### src/rtl/lsu_pkg.sv
// Shared types and encodings for the load/store unit.
// Holds the RV32I load/store funct3 widths, the error codes reported with done,
// and the three-state transaction FSM encoding.
package lsu_pkg;

    typedef enum logic [1:0] {
        ST_IDLE = 2'd0,
        ST_REQ  = 2'd1,
        ST_RESP = 2'd2
    } state_e;

    localparam logic [2:0] F3_B  = 3'b000;
    localparam logic [2:0] F3_H  = 3'b001;
    localparam logic [2:0] F3_W  = 3'b010;
    localparam logic [2:0] F3_BU = 3'b100;
    localparam logic [2:0] F3_HU = 3'b101;

    localparam logic [1:0] ERR_NONE     = 2'b00;
    localparam logic [1:0] ERR_MISALIGN = 2'b01;
    localparam logic [1:0] ERR_TIMEOUT  = 2'b10;
    localparam logic [1:0] ERR_ILLEGAL  = 2'b11;

endpackage

### src/rtl/lsu_align.sv
// Purpose: byte-lane steering for stores, extraction/extension for loads, legality decode.
// Latency: purely combinational.
// Backpressure: none; outputs follow inputs.
// Ports: is_load_i/is_store_i/funct3_i/addr_lo_i describe the access; store_data_i and
// rdata_i are the raw rs2 and bus read words; outputs are strobes, lane-replicated
// write data, the extended load value and the illegal/misaligned flags.
module lsu_align
    import lsu_pkg::*;
(
    input  logic        is_load_i,
    input  logic        is_store_i,
    input  logic [2:0]  funct3_i,
    input  logic [1:0]  addr_lo_i,
    input  logic [31:0] store_data_i,
    input  logic [31:0] rdata_i,
    output logic [3:0]  wstrb_o,
    output logic [31:0] wdata_o,
    output logic [31:0] load_data_o,
    output logic        illegal_o,
    output logic        misaligned_o
);

    logic [31:0] shifted;
    logic [7:0]  byte_v;
    logic [15:0] half_v;

    always_comb begin
        illegal_o = 1'b0;
        if (is_load_i && is_store_i) begin
            illegal_o = 1'b1;
        end else if (is_load_i) begin
            illegal_o = !(funct3_i inside {F3_B, F3_H, F3_W, F3_BU, F3_HU});
        end else if (is_store_i) begin
            illegal_o = !(funct3_i inside {F3_B, F3_H, F3_W});
        end
    end

    // funct3[1:0] encodes the access size for both loads and stores.
    always_comb begin
        case (funct3_i[1:0])
            2'b01:   misaligned_o = addr_lo_i[0];
            2'b10:   misaligned_o = (addr_lo_i != 2'b00);
            default: misaligned_o = 1'b0;
        endcase
    end

    always_comb begin
        wstrb_o = 4'b0000;
        wdata_o = store_data_i;
        case (funct3_i)
            F3_B: begin
                wstrb_o = 4'b0001 << addr_lo_i;
                wdata_o = {4{store_data_i[7:0]}};
            end
            F3_H: begin
                wstrb_o = addr_lo_i[1] ? 4'b1100 : 4'b0011;
                wdata_o = {2{store_data_i[15:0]}};
            end
            F3_W:    wstrb_o = 4'b1111;
            default: wstrb_o = 4'b0000;
        endcase
        if (!is_store_i) begin
            wstrb_o = 4'b0000;
        end
    end

    assign shifted = rdata_i >> {addr_lo_i, 3'b000};
    assign byte_v  = shifted[7:0];
    assign half_v  = addr_lo_i[1] ? rdata_i[31:16] : rdata_i[15:0];

    always_comb begin
        case (funct3_i)
            F3_B:    load_data_o = {{24{byte_v[7]}}, byte_v};
            F3_H:    load_data_o = {{16{half_v[15]}}, half_v};
            F3_W:    load_data_o = rdata_i;
            F3_BU:   load_data_o = {24'h0, byte_v};
            F3_HU:   load_data_o = {16'h0, half_v};
            default: load_data_o = 32'h0;
        endcase
    end

endmodule

### src/rtl/load_store_unit.sv
// Purpose: turns an ALU effective address into one word-aligned data-memory transaction.
// Latency: done 2 cycles after start with immediate mem_ready; 1 cycle on decode errors.
// Backpressure: busy stalls the core; mem_req is held until mem_ready or timeout.
// Ports: start/is_load/is_store/funct3/addr/store_data issue an access; busy/done/
// load_data/err report it; mem_* is the single-beat data-memory bus.
module load_store_unit
    import lsu_pkg::*;
#(
    parameter int unsigned TIMEOUT_CYCLES = 255
) (
    input  logic        clk,
    input  logic        rst_n,
    input  logic        start,
    input  logic        is_load,
    input  logic        is_store,
    input  logic [2:0]  funct3,
    input  logic [31:0] addr,
    input  logic [31:0] store_data,
    output logic        busy,
    output logic        done,
    output logic [31:0] load_data,
    output logic [1:0]  err,
    output logic        mem_req,
    output logic        mem_we,
    output logic [31:0] mem_addr,
    output logic [3:0]  mem_wstrb,
    output logic [31:0] mem_wdata,
    input  logic        mem_ready,
    input  logic [31:0] mem_rdata
);

    // Keep the counter at least one bit wide when the timeout is disabled.
    localparam int unsigned CNT_W = (TIMEOUT_CYCLES > 0) ? $clog2(TIMEOUT_CYCLES + 1) : 1;
    localparam logic [CNT_W-1:0] CNT_LIMIT = CNT_W'(TIMEOUT_CYCLES);

    state_e      state_q, state_d;
    logic [2:0]  funct3_q, funct3_d;
    logic [1:0]  addr_lo_q, addr_lo_d;
    logic [CNT_W-1:0] cnt_q, cnt_d;
    logic        done_q, done_d;
    logic [31:0] load_data_q, load_data_d;
    logic [1:0]  err_q, err_d;
    logic        mem_req_q, mem_req_d;
    logic        mem_we_q, mem_we_d;
    logic [31:0] mem_addr_q, mem_addr_d;
    logic [3:0]  mem_wstrb_q, mem_wstrb_d;
    logic [31:0] mem_wdata_q, mem_wdata_d;

    logic        issue;
    logic        timeout_hit;

    logic [3:0]  req_wstrb;
    logic [31:0] req_wdata;
    logic [31:0] req_load_unused;
    logic        req_illegal;
    logic        req_misaligned;

    logic [3:0]  rsp_wstrb_unused;
    logic [31:0] rsp_wdata_unused;
    logic [31:0] rsp_load;
    logic        rsp_illegal_unused;
    logic        rsp_misaligned_unused;

    // Request path: decodes the live issue inputs in IDLE.
    lsu_align u_align_req (
        .is_load_i    (is_load),
        .is_store_i   (is_store),
        .funct3_i     (funct3),
        .addr_lo_i    (addr[1:0]),
        .store_data_i (store_data),
        .rdata_i      (32'h0),
        .wstrb_o      (req_wstrb),
        .wdata_o      (req_wdata),
        .load_data_o  (req_load_unused),
        .illegal_o    (req_illegal),
        .misaligned_o (req_misaligned)
    );

    // Response path: extracts the load value from mem_rdata using the registered access.
    lsu_align u_align_rsp (
        .is_load_i    (!mem_we_q),
        .is_store_i   (mem_we_q),
        .funct3_i     (funct3_q),
        .addr_lo_i    (addr_lo_q),
        .store_data_i (32'h0),
        .rdata_i      (mem_rdata),
        .wstrb_o      (rsp_wstrb_unused),
        .wdata_o      (rsp_wdata_unused),
        .load_data_o  (rsp_load),
        .illegal_o    (rsp_illegal_unused),
        .misaligned_o (rsp_misaligned_unused)
    );

    // A start with neither op flag set is not an access and is dropped.
    assign issue       = start && (is_load || is_store);
    assign timeout_hit = (TIMEOUT_CYCLES != 0) && ((cnt_q + CNT_W'(1)) == CNT_LIMIT);

    // State register
    always_ff @(posedge clk or negedge rst_n) begin
        if (!rst_n) begin
            state_q <= ST_IDLE;
        end else begin
            state_q <= state_d;
        end
    end

    // Next-state logic
    always_comb begin
        state_d = state_q;
        case (state_q)
            ST_IDLE: begin
                if (issue) begin
                    state_d = (req_illegal || req_misaligned) ? ST_RESP : ST_REQ;
                end
            end
            ST_REQ: begin
                if (mem_ready || timeout_hit) begin
                    state_d = ST_RESP;
                end
            end
            ST_RESP: state_d = ST_IDLE;
            default: state_d = ST_IDLE;
        endcase
    end

    // Output logic: next values for the registered outputs.
    always_comb begin
        funct3_d    = funct3_q;
        addr_lo_d   = addr_lo_q;
        cnt_d       = cnt_q;
        done_d      = 1'b0;
        load_data_d = load_data_q;
        err_d       = err_q;
        mem_req_d   = mem_req_q;
        mem_we_d    = mem_we_q;
        mem_addr_d  = mem_addr_q;
        mem_wstrb_d = mem_wstrb_q;
        mem_wdata_d = mem_wdata_q;
        case (state_q)
            ST_IDLE: begin
                if (issue) begin
                    if (req_illegal) begin
                        // Illegal op outranks misalignment.
                        done_d      = 1'b1;
                        err_d       = ERR_ILLEGAL;
                        load_data_d = 32'h0;
                    end else if (req_misaligned) begin
                        done_d      = 1'b1;
                        err_d       = ERR_MISALIGN;
                        load_data_d = 32'h0;
                    end else begin
                        funct3_d    = funct3;
                        addr_lo_d   = addr[1:0];
                        cnt_d       = '0;
                        mem_req_d   = 1'b1;
                        mem_we_d    = is_store;
                        mem_addr_d  = {addr[31:2], 2'b00};
                        mem_wstrb_d = req_wstrb;
                        mem_wdata_d = req_wdata;
                    end
                end
            end
            ST_REQ: begin
                if (mem_ready) begin
                    mem_req_d   = 1'b0;
                    done_d      = 1'b1;
                    err_d       = ERR_NONE;
                    load_data_d = mem_we_q ? 32'h0 : rsp_load;
                end else if (timeout_hit) begin
                    mem_req_d   = 1'b0;
                    done_d      = 1'b1;
                    err_d       = ERR_TIMEOUT;
                    load_data_d = 32'h0;
                end else begin
                    cnt_d = cnt_q + CNT_W'(1);
                end
            end
            default: ;
        endcase
    end

    always_ff @(posedge clk or negedge rst_n) begin
        if (!rst_n) begin
            funct3_q    <= 3'b000;
            addr_lo_q   <= 2'b00;
            cnt_q       <= '0;
            done_q      <= 1'b0;
            load_data_q <= 32'h0;
            err_q       <= ERR_NONE;
            mem_req_q   <= 1'b0;
            mem_we_q    <= 1'b0;
            mem_addr_q  <= 32'h0;
            mem_wstrb_q <= 4'b0000;
            mem_wdata_q <= 32'h0;
        end else begin
            funct3_q    <= funct3_d;
            addr_lo_q   <= addr_lo_d;
            cnt_q       <= cnt_d;
            done_q      <= done_d;
            load_data_q <= load_data_d;
            err_q       <= err_d;
            mem_req_q   <= mem_req_d;
            mem_we_q    <= mem_we_d;
            mem_addr_q  <= mem_addr_d;
            mem_wstrb_q <= mem_wstrb_d;
            mem_wdata_q <= mem_wdata_d;
        end
    end

    assign busy      = (state_q != ST_IDLE);
    assign done      = done_q;
    assign load_data = load_data_q;
    assign err       = err_q;
    assign mem_req   = mem_req_q;
    assign mem_we    = mem_we_q;
    assign mem_addr  = mem_addr_q;
    assign mem_wstrb = mem_wstrb_q;
    assign mem_wdata = mem_wdata_q;

endmodule

### config.mk
export PLATFORM = sky130hd
export DESIGN_NAME = load_store_unit
export DESIGN_NICKNAME = d
export VERILOG_FILES = /design/src/rtl/lsu_pkg.sv /design/src/rtl/lsu_align.sv /design/src/rtl/load_store_unit.sv
export SDC_FILE = /design/constraint.sdc
export NUM_CORES = 1
export LEC_CHECK = 0
export BUFFER_PORTS_ARGS = -buffer_cell sky130_fd_sc_hd__buf_2
export CAP_MARGIN = 20
export CORE_MARGIN = 4
export CORE_UTILIZATION = 46
export CTS_BUF_LIST = sky130_fd_sc_hd__clkbuf_16
export CTS_CLUSTER_SIZE = 12
export DETAILED_ROUTE_END_ITERATION = 10
export PLACE_DENSITY = 0.78
export SLEW_MARGIN = 20
export SYNTH_ARGS = -nofsm -noshare
export SYNTH_HDL_FRONTEND = slang
export SYNTH_SLANG_ARGS = --single-unit
export TNS_END_PERCENT = 50
### constraint.sdc
create_clock -name clk -period 1.9 [get_ports clk]
set_clock_uncertainty 0.1 [all_clocks]
set_input_delay 0.19 -clock clk [delete_from_list [all_inputs] [get_ports clk]]
set_output_delay 0.19 -clock clk [all_outputs]
set_load 0.02 [all_outputs]
==> flow_summary.json <==
{
  "crit_slowest_cell": "dfrtp_1",
  "async_flop_share_pct": 100,
  "globalplace.congestion": 0.871,
  "synth_warnings": 0,
  "syn_inst": 616,
  "routed_wirelength_um": 21600,
  "dp_hpwl_um": 14100,
  "grt_max_degree": 70,
  "dieArea_um2": 15900,
  "hold_ws_ps": 8.19,
  "via_per_inst": 5.84,
  "worstPathArrival_ps": 2240,
  "path_cells": "inv_2, ha_4, nand3_2, or3b_4, o22a_4, nor2_4, buf_6, buf_6, o21ai_2",
  "synth_cell_types": 61,
  "synth_top_cells_by_area": "dfrtp_1, mux2_4, o21ai_0",
  "vias": 6385,
  "cp_slowest_stage_delay_ps": 420,
  "start_util_pct": 47.7,
  "synth_common_cells": "dfrtp_1, o21ai_0, nand2_1",
  "coreArea_um2": 13500,
  "synth_edf_count": 0,
  "antenna_found_initial": 0,
  "start_kind": "flop",
  "outcome": "finished with violations",
  "crit_type": "flop to flop",
  "fin_util_pct": 68.6,
  "design_area_um2": 9230,
  "max_clock_freq_mhz": 488,
  "cp-end-kind": "flop",
  "die_h_um": 126,
  "syn-cell-area_um2": 6410,
  "finalHoldViolCount": 0,
  "max-clock-path-buffers": 2,
  "wl_per_cell_um": 19.7,
  "ys_ff_latch": 118,
  "ctsRootBufferMaster": "clkbuf_16",
  "drc_errors": 0,
  "cts_tree": "done",
  "yosysTopAreaCellShare_pct": 46.1,
  "period_minus_slack_ps": 2050,
  "dp_slack_ps": -270,
  "nets": 1013,
  "overflow": 0,
  "htree_levels": 4,
  "cp_max_fo": 5,
  "drt_iter0_drc": 550,
  "worstMarginPinSlew_ps": 506,
  "drive_gt1_share_pct": 44.0,
  "peakVddDrop_v": 0.00110,
  "clk-insertion-delay-late_ps": 410,
  "slew-limit-headroom_pct": 66.3,
  "antenna_left": 0,
  "rsz0062_at_grt": "true",
  "yosysMostFrequentCell": "dfrtp_1",
  "finalSetupViolCount": 37,
  "grt_pass1_vias": 6453,
  "path_delay_family": "simple AND/OR/NAND/NOR gates",
  "leakage_nw": 4.51,
  "violations": "setup timing",
  "report.final.slew_viol_count": 0,
  "syn_avg_cell_area_um2": 10.4,
  "fin_setup_tns_ps": -3430,
  "pin_count": 211,
  "die_width_um": 126,
  "worst_path_most_repeated_cell": "buf_6",
  "setup_slack_ps": -149,
  "cts.sinks": 118,
  "grt_use_total_pct": 26.7,
  "port_buffers": 208,
  "rows": 42,
  "grt_pass1_wl_um": 33900,
  "path_clk_slew_ps": 50,
  "yosysTopAreaCell": "dfrtp_1",
  "synthFlopType": "dfrtp_1",
  "dp.cells": 1009,
  "fill_cells": 1006,
  "cts_made_buffers": 17,
  "required_ps": 2090,
  "p_per_area_nw_per_um2": 1660,
  "instances_no_fill": 1094,
  "synth_seq_area_share_pct": 46.1,
  "placed_cell_area_um2": 7990,
  "finalCritPeriodShare_pct": 108,
  "hold_class": "input port to flop",
  "p_total_mw": 15.3,
  "drt-pass1-iter-count": 6,
  "path_buf_inv": 3,
  "maxCapViolCount": 0,
  "synthToLayoutAreaGrowth_pct": 44.0
}
## layer usage
metal  up-vias  track usage [%]  wire [µm]
li1       2854                -          -
met1      3045             31.7       7830
met2       427             45.6      10900
met3        59             7.79       2170
met4         0             10.9        706
met5         -                0          0
## sequential cells by signal, indices dropped and copies added, names as in the netlist
register	flops
load_data	32
mem_wdata	32
mem_addr	30
cnt_q	8
mem_wstrb	4
funct3_q	3
addr_lo_q	2
err	2
state_q	2
done	1
mem_req	1
mem_we	1
## report_power, final
group          internal (mW)  switching [mW]  total (mW)  leakage [nW]
clock network           2.31            1.18        3.49         0.312
registers               3.72           0.884        4.61          1.44
logic                   3.09            4.10        7.19          2.76
total                   9.12            6.17        15.3          4.51
## what timing repair did
action                                 CTS  global route
resized for setup                       25            14
endpoints found under the hold margin   72             0
pin swaps                                8            13
setup endpoints to repair               41            47
gates cloned                             2             0
hold buffers                            41             0
buffers inserted                         9             1
## cell families after synthesis
group / after synthesis / synth area share [%]
AOI/OAI and AO/OA: 204 / 19.9
xor gates and xnor gates: 1 / 0.137
adders and majority gates: 5 / 0.976
buffers and inverters: 72 / 5.93
DFF: 118 / 46.1
muxes: 80 / 16.3
other: 1 / 0.0585
and+or+nand+nor: 135 / 10.6
## area by class of cell
| cell class | count | area [µm²] | share of cell area, % |
|---|---|---|---|
| Clock buffer | 17 | 425 | 4.61 |
| Clock inverter | 15 | 210 | 2.28 |
| Inverter | 20 | 90.1 | 0.976 |
| Tap cell | 176 | 220 | 2.39 |
| Antenna cell | 2 | 5.00 | 0.0542 |
| Sequential cell | 118 | 2950 | 32.0 |
| Multi-Input combinational cell | 427 | 3220 | 34.9 |
| Timing Repair Buffer | 319 | 2110 | 22.8 |
## final timing paths
kind | start | to | slack [ps] | cells past startpoint
max in group asynchronous | rst_n | mem_wdata[8] | 900 | 3
worst min register to register | mem_wdata[12] | mem_wdata[12] | 400 | 1
worst max register to register | cnt_q[0] | load_data[3] | -150 | 9
worst min-delay path | mem_ready | err[0] | 8 | 2
worst max-delay path | cnt_q[0] | load_data[3] | -150 | 9
min in group asynchronous | rst_n | load_data[14] | 190 | 2
## placed cells by master (no fill, tap or decap), types with 3 or more instances in the layout
| master | count |
|---|---|
| nand2_1 | 51 |
| inv_1 | 17 |
| clkbuf_16 | 17 |
| buf_6 | 8 |
| nand4_1 | 3 |
| o221ai_1 | 7 |
| a22oi_1 | 8 |
| nor2_1 | 7 |
| dlygate4sd3_1 | 41 |
| nand3_1 | 39 |
| mux2_4 | 42 |
| clkinv_2 | 4 |
| buf_4 | 55 |
| nand2b_1 | 3 |
| a21oi_1 | 33 |
| o211ai_1 | 4 |
| o21ai_0 | 33 |
| dfrtp_1 | 118 |
| a31oi_1 | 47 |
| mux2_2 | 17 |
| and3b_1 | 3 |
| nor2b_1 | 8 |
| mux2i_1 | 20 |
| o21ai_2 | 8 |
| o21ai_1 | 29 |
| buf_12 | 8 |
| a22o_1 | 8 |
| bufinv_16 | 5 |
| buf_2 | 207 |
| a32oi_1 | 7 |
No activity file was read; power rests on OpenSTA's default activity.
